<file path="config.mk">
export PLATFORM = sky130hd
export DESIGN_NAME = fp16_div_iter
export DESIGN_NICKNAME = d
export VERILOG_FILES = /design/src/rtl/fp16_div_iter.sv
export SDC_FILE = /design/constraint.sdc
export NUM_CORES = 1
export LEC_CHECK = 0
export CAP_MARGIN = 30
export CELL_PAD_IN_SITES_DETAIL_PLACEMENT = 2
export CELL_PAD_IN_SITES_GLOBAL_PLACEMENT = 2
export CORE_ASPECT_RATIO = 2
export CORE_MARGIN = 3
export CORE_UTILIZATION = 36
export DETAILED_ROUTE_END_ITERATION = 7
export PLACE_DENSITY = 0.93
export SETUP_SLACK_MARGIN = 0.1
export SYNTH_ARGS = -nofsm -noshare
export SYNTH_HDL_FRONTEND = slang
export SYNTH_SLANG_ARGS = --single-unit
</file>
<file path="constraint.sdc">
create_clock -name clk_i -period 6.51 [get_ports clk_i]
set_clock_uncertainty 0.05 [all_clocks]
set_input_delay 0.651 -clock clk_i [delete_from_list [all_inputs] [get_ports clk_i]]
set_output_delay 0.651 -clock clk_i [all_outputs]
set_load 0.005 [all_outputs]
</file>
<file path="src/rtl/fp16_div_iter.sv">
// Iterative binary16 divider: restoring radix-2 mantissa division, fixed 14-edge latency,
// valid/ready on both sides. Zero/underflow flush to +0, overflow saturates to 0x7FFF magnitude.
module fp16_div_iter (
    input  logic        clk_i,
    input  logic        rst_i,
    input  logic        valid_i,
    output logic        ready_o,
    input  logic [15:0] data_1_i,
    input  logic [15:0] data_2_i,
    output logic        valid_o,
    input  logic        ready_i,
    output logic [15:0] data_div_o,
    output logic        div_by_zero_o
);

    typedef enum logic [2:0] {
        S_IDLE,
        S_SETUP,
        S_DIVIDE,
        S_ROUND,
        S_DONE
    } state_t;

    state_t             state_q;
    logic               sign_q;
    logic               za_q;
    logic               zb_q;
    logic signed [6:0]  exp_q;
    logic [10:0]        ma_q;
    logic [10:0]        mb_q;
    logic [12:0]        rem_q;
    logic [11:0]        quo_q;
    logic [3:0]         cnt_q;
    logic               ready_q;
    logic               valid_q;
    logic               dbz_q;
    logic [15:0]        res_q;

    logic [12:0]        mb_ext;
    logic               qbit;
    logic [12:0]        rem_sub;
    logic [12:0]        rem_d;
    logic [11:0]        mant_rnd;
    logic [15:0]        res_d;

    // Round half up on the guard bit; a carry lands in bit 11 with bits 10:0 cleared.
    function automatic logic [11:0] round_half_up(input logic [11:0] q);
        return {1'b0, q[11:1]} + {11'd0, q[0]};
    endfunction

    function automatic logic [15:0] pack_result(
        input logic              s,
        input logic              za,
        input logic              zb,
        input logic signed [6:0] e,
        input logic [11:0]       m
    );
        logic signed [6:0] e_r;
        e_r = m[11] ? e + 7'sd1 : e;
        if (zb)
            return {s, 15'h7FFF};
        if (za)
            return 16'h0000;
        if (e_r <= 7'sd0)
            return 16'h0000;
        if (e_r > 7'sd31)
            return {s, 15'h7FFF};
        return {s, e_r[4:0], m[9:0]};
    endfunction

    assign mb_ext   = {2'b00, mb_q};
    assign qbit     = (rem_q >= mb_ext);
    assign rem_sub  = qbit ? (rem_q - mb_ext) : rem_q;
    assign rem_d    = {rem_sub[11:0], 1'b0};
    assign mant_rnd = round_half_up(quo_q);
    assign res_d    = pack_result(sign_q, za_q, zb_q, exp_q, mant_rnd);

    always_ff @(posedge clk_i) begin
        if (rst_i) begin
            state_q <= S_IDLE;
            sign_q  <= 1'b0;
            za_q    <= 1'b0;
            zb_q    <= 1'b0;
            exp_q   <= 7'sd0;
            ma_q    <= 11'd0;
            mb_q    <= 11'd0;
            rem_q   <= 13'd0;
            quo_q   <= 12'd0;
            cnt_q   <= 4'd0;
            ready_q <= 1'b1;
            valid_q <= 1'b0;
            dbz_q   <= 1'b0;
            res_q   <= 16'h0000;
        end else begin
            case (state_q)
                S_IDLE: begin
                    if (valid_i && ready_q) begin
                        sign_q  <= data_1_i[15] ^ data_2_i[15];
                        za_q    <= (data_1_i[14:0] == 15'd0);
                        zb_q    <= (data_2_i[14:0] == 15'd0);
                        exp_q   <= $signed({2'b00, data_1_i[14:10]})
                                 - $signed({2'b00, data_2_i[14:10]}) + 7'sd15;
                        ma_q    <= {1'b1, data_1_i[9:0]};
                        mb_q    <= {1'b1, data_2_i[9:0]};
                        ready_q <= 1'b0;
                        state_q <= S_SETUP;
                    end
                end
                S_SETUP: begin
                    // Pre-normalise so the first quotient bit is always 1.
                    if (ma_q < mb_q) begin
                        rem_q <= {1'b0, ma_q, 1'b0};
                        exp_q <= exp_q - 7'sd1;
                    end else begin
                        rem_q <= {2'b00, ma_q};
                    end
                    quo_q   <= 12'd0;
                    cnt_q   <= 4'd0;
                    state_q <= S_DIVIDE;
                end
                S_DIVIDE: begin
                    rem_q <= rem_d;
                    quo_q <= {quo_q[10:0], qbit};
                    cnt_q <= cnt_q + 4'd1;
                    if (cnt_q == 4'd11)
                        state_q <= S_ROUND;
                end
                S_ROUND: begin
                    res_q   <= res_d;
                    dbz_q   <= zb_q;
                    valid_q <= 1'b1;
                    state_q <= S_DONE;
                end
                S_DONE: begin
                    if (ready_i) begin
                        valid_q <= 1'b0;
                        ready_q <= 1'b1;
                        state_q <= S_IDLE;
                    end
                end
                default: begin
                    state_q <= S_IDLE;
                    ready_q <= 1'b1;
                    valid_q <= 1'b0;
                end
            endcase
        end
    end

    assign ready_o       = ready_q;
    assign valid_o       = valid_q;
    assign data_div_o    = res_q;
    assign div_by_zero_o = dbz_q;

endmodule

</file>
======== After elaboration in Yosys (flattened, before gate mapping) ========
Cells that the tools add are included.
storage, ports and cells
  flip-flop bits (word level) ............. 83
  latch bits .............................. 0
  RAM bits ................................ 0
  ROM bits ................................ 0
  input port bits ......................... 36
  output and inout port bits .............. 19
  memories ................................ 0
cells by class
  add/subtract/negate cells ............... 7
  multipliers ............................. 0
  divide/modulo/power cells ............... 0
  $lt $le $gt $ge ......................... 4
  eq/ne operators ......................... 9
  shift-type cells ........................ 0
  mux-type cells .......................... 36
  bitwise gates (word level) .............. 3
  reduce and logical (&&, ||, !) cells .... 13
operators with widths
  cell                                                            number
  2-to-1 mux 16 bit                                               8
  logical NOT 15 bit                                              2
  one-hot mux 13 bit (2 select lines)                             1
  2-to-1 mux 12 bit                                               2
  one-hot mux 12 bit (2 select lines)                             1
  2-to-1 mux 7 bit                                                3
  one-hot mux 3 bit (5 select lines)                              1
  one-hot mux 7 bit (2 select lines)                              1
  >= comparator 13 x 11 -> 1 bit                                  1
  2-to-1 mux 1 bit                                                13
  adder 11 x 1 -> 12 bit                                          1
  subtractor 12 x 11 -> 12 bit                                    1
  < comparator 11 bit                                             1
  2-to-1 mux 3 bit                                                3
  AND reduction 3 bit                                             3
  != test 2 bit (second input constant)                           4
  one-hot mux 4 bit (2 select lines)                              1
  adder 6 x 5 -> 7 bit (second input constant)                    1
  adder 7 x 2 -> 7 bit (second input constant)                    1
  greater-than comparator 7 x 6 -> 1 bit (second input constant)  1
  <= comparator 7 x 1 -> 1 bit (second input constant)            1
  subtractor 7 x 2 -> 7 bit (second input constant)               1
  == test 3 x 2 -> 1 bit (second input constant)                  2
  one-hot mux 1 bit (3 select lines)                              2
  12 further kinds                                                16

======== Depth between registers and ports, before layout ========
  depth after elaboration ................. 13
  gate-level depth with buffers ........... 11
  mapped depth without buffers ............ 11

======== Worst setup path before layout ========
OpenSTA, ideal clock, no wires.
  kind .................................... register to register
  from .................................... register quo_q[0]
  to ...................................... register res_q[10], in the netlist data_div_o[10]
  arrival time ............................ 2470 ps
  setup slack ............................. 3873 ps
  stages on the path, launching flop included .. 10
  path buffers ............................ 2
  period minus slack after synthesis ...... 2637 ps
  cells stage by stage .................... dfxtp_1 ha_1 nand3_1 or4_1 buf_2 o21ai_2 or3b_4 o31a_2 buf_6 a22o_1
on the way
  cells in the longest elaborated chain, start to end .. 11
  elaborated cells between the ends (all ways) .. 17
  those cells by class .................... add/sub: 1; order compare: 2; mux: 14
RTL lines
  item                                    RTL line  RTL
  from (decl)                             32        logic [11:0] quo_q;
  from (signal assigned)                  123       quo_q <= {quo_q[10:0], qbit};
  adder 11 x 1 -> 12 bit *                48        return {1'b0, q[11:1]} + {11'd0, q[0]};
  2-to-1 mux 7 bit *                      59        e_r = m[11] ? e + 7'sd1 : e;
  greater-than comparator 7 x 6 -> 1 bit  66        if (e_r > 7'sd31)
  2-to-1 mux 1 bit (2 in a row)           66
  2-to-1 mux 1 bit                        64        if (e_r <= 7'sd0)
  2-to-1 mux 1 bit                        62        if (za)
  2-to-1 mux 16 bit                       68        return {s, e_r[4:0], m[9:0]};
  2-to-1 mux 16 bit *                     66
  2-to-1 mux 16 bit *                     64
  2-to-1 mux 16 bit *                     62
  to (signal assigned)                    129       res_q <= res_d;
  to (decl)                               37        logic [15:0] res_q;
Mark *: on every way between the ends. The rest lies on a longest branch, timed or not. The select of a mux whose other input is x is not followed.
A chain may end at the register's enable or synchronous reset.

======== Worst setup path in the final report ========
  from .................................... input port data_2_i[10]
  to ...................................... register exp_q[5]
on the way
  cells in the longest elaborated chain, start to end .. 4
RTL lines
  item                                RTL line  RTL
  from (decl)                         9         input logic [15:0] data_2_i,
  subtractor 5 x 5 -> 6 bit           102       - $signed({2'b00, data_2_i[14:10]}) + 7'sd15;
  adder 6 x 5 -> 7 bit                102
  2-to-1 mux 7 bit                    97        if (valid_i && ready_q) begin
  one-hot mux 7 bit (2 select lines)  95        case (state_q)
  to (signal assigned)                101       exp_q <= $signed({2'b00, data_1_i[14:10]})
  to (signal assigned)                113       exp_q <= exp_q - 7'sd1;
  to (decl)                           28        logic signed [6:0] exp_q;
Every way passes these cells. The select of a mux whose other input is x is not followed.

==> impl_metrics.yaml <==
power:
  powerDensity_nw_per_um2: 314.5
  power.total_uw: 1933
  power_leakage_uw: 0.002367
  worst_ir_drop_vdd_uv: 185.3
synth:
  synth_top_family_by_area: "compound AO/OA/AOI/OAI gates"
  synth_mux_area_share_pct: 0.8027
  synth_nets: 722
  ys_seq_area_share_pct: 31.91
  synth-edff-count: 0
  synth_compound_area_share_pct: 25.91
  yosysUniqueCellTypes: 70
  synthAdderAreaFrac_pct: 8.319
  syn_area_um2: 5144
  synth.yosys.warnings: 0
  ys.flop_type: "dfxtp_1"
  synth_cells: 653
  synth_xor_area_share_pct: 4.597
  syn_avg_cell_area_um2: 7.877
  synthSimpleGateAreaFrac_pct: 22.60
  synth-async-reset-ratio_pct: 0
  synth-seq-cells: 82
cells_and_area:
  drive_above_1_share_pct: 5.899
  num-nets-final: 759
  layout_commonest_cell: "nand2_1"
  antenna_cells: 0
  layout_common_cells: "nand2_1 (84), dfxtp_1 (82), a21oi_1 (53), nor2_1 (53), clkdlybuf4s50_1 (53)"
  instances_no_fill: 884
  area_growth_pct: 19.46
detailed_routing:
  wl_per_cell_um: 24.25
  num_vias: 5375
  post-route-drc-count: 0
  vias_per_cell: 6.080
  drt_pre_antenna_iters: 4
  postRouteAntennaNets: 0
  routed_wl_mm: 21.43
  drt_iter0_drc: 252
clock_network:
  clk_pin_slew_ps: 70
  cts_max_level: 3
  postCtsHoldBufs: 0
  cts_setup_buffers: 0
  clk_path_buf_depth: 2
  cts_tree: "done"
  clock-sinks: 82
  clockRootBuffer: "clkbuf_16"
  postCtsResizedCells: 0
  cts_made_buffers: 9
  clkLatencyLatePin_ps: 350
setup_path:
  startpoint: "data_2_i[10]"
  crit_arrival_ps: 3250
  crit_required_ps: 6700
  end_kind: "register"
  cp_num_buf_inv: 2
  crit_type: "primary input to register"
  cp_top_family: "compound AO/OA/AOI/OAI gates"
  rr_endpoint: "data_div_o[3]"
  r2r-start: "quo_q[0]"
  cp_cell_sequence: "clkdlybuf4s50_1 -> ha_1 -> inv_1 -> fa_1 -> xnor2_1 -> and3_1 -> a21boi_0 -> nor3_1 -> o21a_1 -> a211o_1"
  worstRegToRegCells: 7
  cp-start-kind: "primary input"
  cpPeakStageDelay_ps: 500
  path_max_fanout: 3
  critPathSlowestCell: "clkdlybuf4s50_1"
  r2r_slack_ps: 3520
outcome:
  status: "finished, final reports clean"
timing:
  tns_ps: 0
  fin_crit_sh_pct: 47.05
  timing.hold.ws_ps: 413.9
  max_freq_mhz: 326.5
  slew_viol_final: 0
  tightest_slew_ps: 844.0
  setup_viol: 0
  fin_ws_ps: 3447
  min_period_ps: 3063
  rsz0062_at_grt: "false"
  relSlewSlack_pct: 43.60
  hold_viol: 0
placed_design:
  gp_congestion: 0.8789
  dp_cells: 868
  portBuffers: 54
  pre_cts_ws_ps: 3209
  dp_hpwl_mm: 14.77
run:
  cap_violations: 0
grt:
  grt.overflow.total: 0
  antenna_found_initial: 0
  grt_max_degree: 69
  grt_pass1_wl_mm: 34.34
  grt_pass1_vias: 6210
  grt_usage_pct: 27.56
die:
  dieArea_um2: 15850
  core-area_um2: 13970
  die_h_um: 175.0
  initial_utilization_pct: 36.83
  io_pins: 55
  fp-row-count: 61
  die_x_um: 90.52
hold_path:
  hold_path_startpoint: "mb_q[2]"
  hold-path-endpoint: "mb_q[2]"
  whs_path_depth: 2
  min_path_type: "register to register"
cells in the mapped netlist (4+ instances only):
| cell | count | area share [%] |
|---|---|---|
| a22oi_1 | 12 | 1.8 |
| a311oi_1 | 7 | 1.2 |
| nor4_1 | 11 | 1.3 |
| nand3b_1 | 4 | 0.58 |
| buf_4 | 5 | 0.73 |
| nor3_1 | 16 | 1.6 |
| a31oi_1 | 11 | 1.3 |
| inv_1 | 29 | 2.1 |
| or4_1 | 4 | 0.58 |
| nand2b_1 | 5 | 0.61 |
| a211oi_1 | 6 | 0.88 |
| nand4_1 | 5 | 0.61 |
| dfxtp_1 | 82 | 32 |
| o21a_1 | 7 | 1.0 |
| o21ai_0 | 38 | 3.7 |
| a21o_1 | 9 | 1.3 |
| a311o_1 | 9 | 1.8 |
| and3_1 | 9 | 1.1 |
| a22o_1 | 12 | 2.0 |
| xor2_1 | 12 | 2.0 |
| nor2_1 | 53 | 3.9 |
| clkbuf_1 | 23 | 1.7 |
| nand2_1 | 84 | 6.1 |
| ha_1 | 31 | 7.5 |
| nand3_1 | 32 | 3.1 |
| o211ai_1 | 5 | 0.73 |
| xnor2_1 | 15 | 2.6 |
| a21oi_1 | 53 | 5.2 |
worst min-delay path: stages (launching register included):
cell and delay [ps]:
dfxtp_1 310, nand2_1 50, a21oi_1 50
final cells by class:
cell class	instances	area, um^2
multi-input combinational	505	3216
inverter	29	108.9
fill	1554	7823
clock buffer	11	232.7
tap	189	236.5
timing repair buffer	63	606.8
sequential	82	1642
clock inverter	5	102.6
sequential cells by signal, indices dropped and copies added, names as in the netlist:
register	cells
zb_q	1
cnt_q	4
exp_q	7
rem_q	13
sign_q	1
state_q	3
ready_o	1
div_by_zero_o	1
data_div_o	16
ma_q	11
quo_q	12
za_q	1
valid_o	1
mb_q	10
how the worst max path moves through the flow:
stage	end	slack, ps	cells after the start
floorplan	data_div_o[10]	3870	9
global placement	exp_q[5]	3340	10
detailed placement	exp_q[5]	3210	10
CTS	exp_q[5]	3490	10
global route	exp_q[5]	3340	11
finish	exp_q[5]	3450	10
power by group:
group	leakage [uW]	internal, uW	total (uW)	switching, uW
sequential	0.000667	540	595	55.2
clock	0.000160	375	597	222
combinational	0.00154	266	740	475
total	0.00237	1180	1930	752
routing by layer:
layer  part of all wire, %  up-vias  track usage (%)
met2                    57      154            54.11
li1                      -     2454                -
met5                     0        -                0
met3                   2.4       81            3.576
met4                   6.9        0            19.37
met1                    34     2686            25.26
cells by family (layout without fill, tap and decap cells):
logic type | after synthesis | in the layout
adders and majority gates | 33 | 33
buffers and inverters | 66 | 108
AOI/OAI and AO/OA | 198 | 198
DFF | 82 | 82
xor gates and xnor gates | 27 | 27
muxes | 4 | 4
and+or+nand+nor | 243 | 243
stage by stage:
| stage | cell area, um^2 | utilization, % |
|---|---|---|
| 2_1_floorplan | 5144 | - |
| 3_3_place_gp | 5798 | 41.51 |
| 3_5_place_dp | 5809 | 41.59 |
| 4_1_cts | 6145 | 43.99 |
| 5_1_grt | 6145 | 43.99 |
| 6_report | 6145 | 43.99 |
Power figures use the tool's default switching activity.
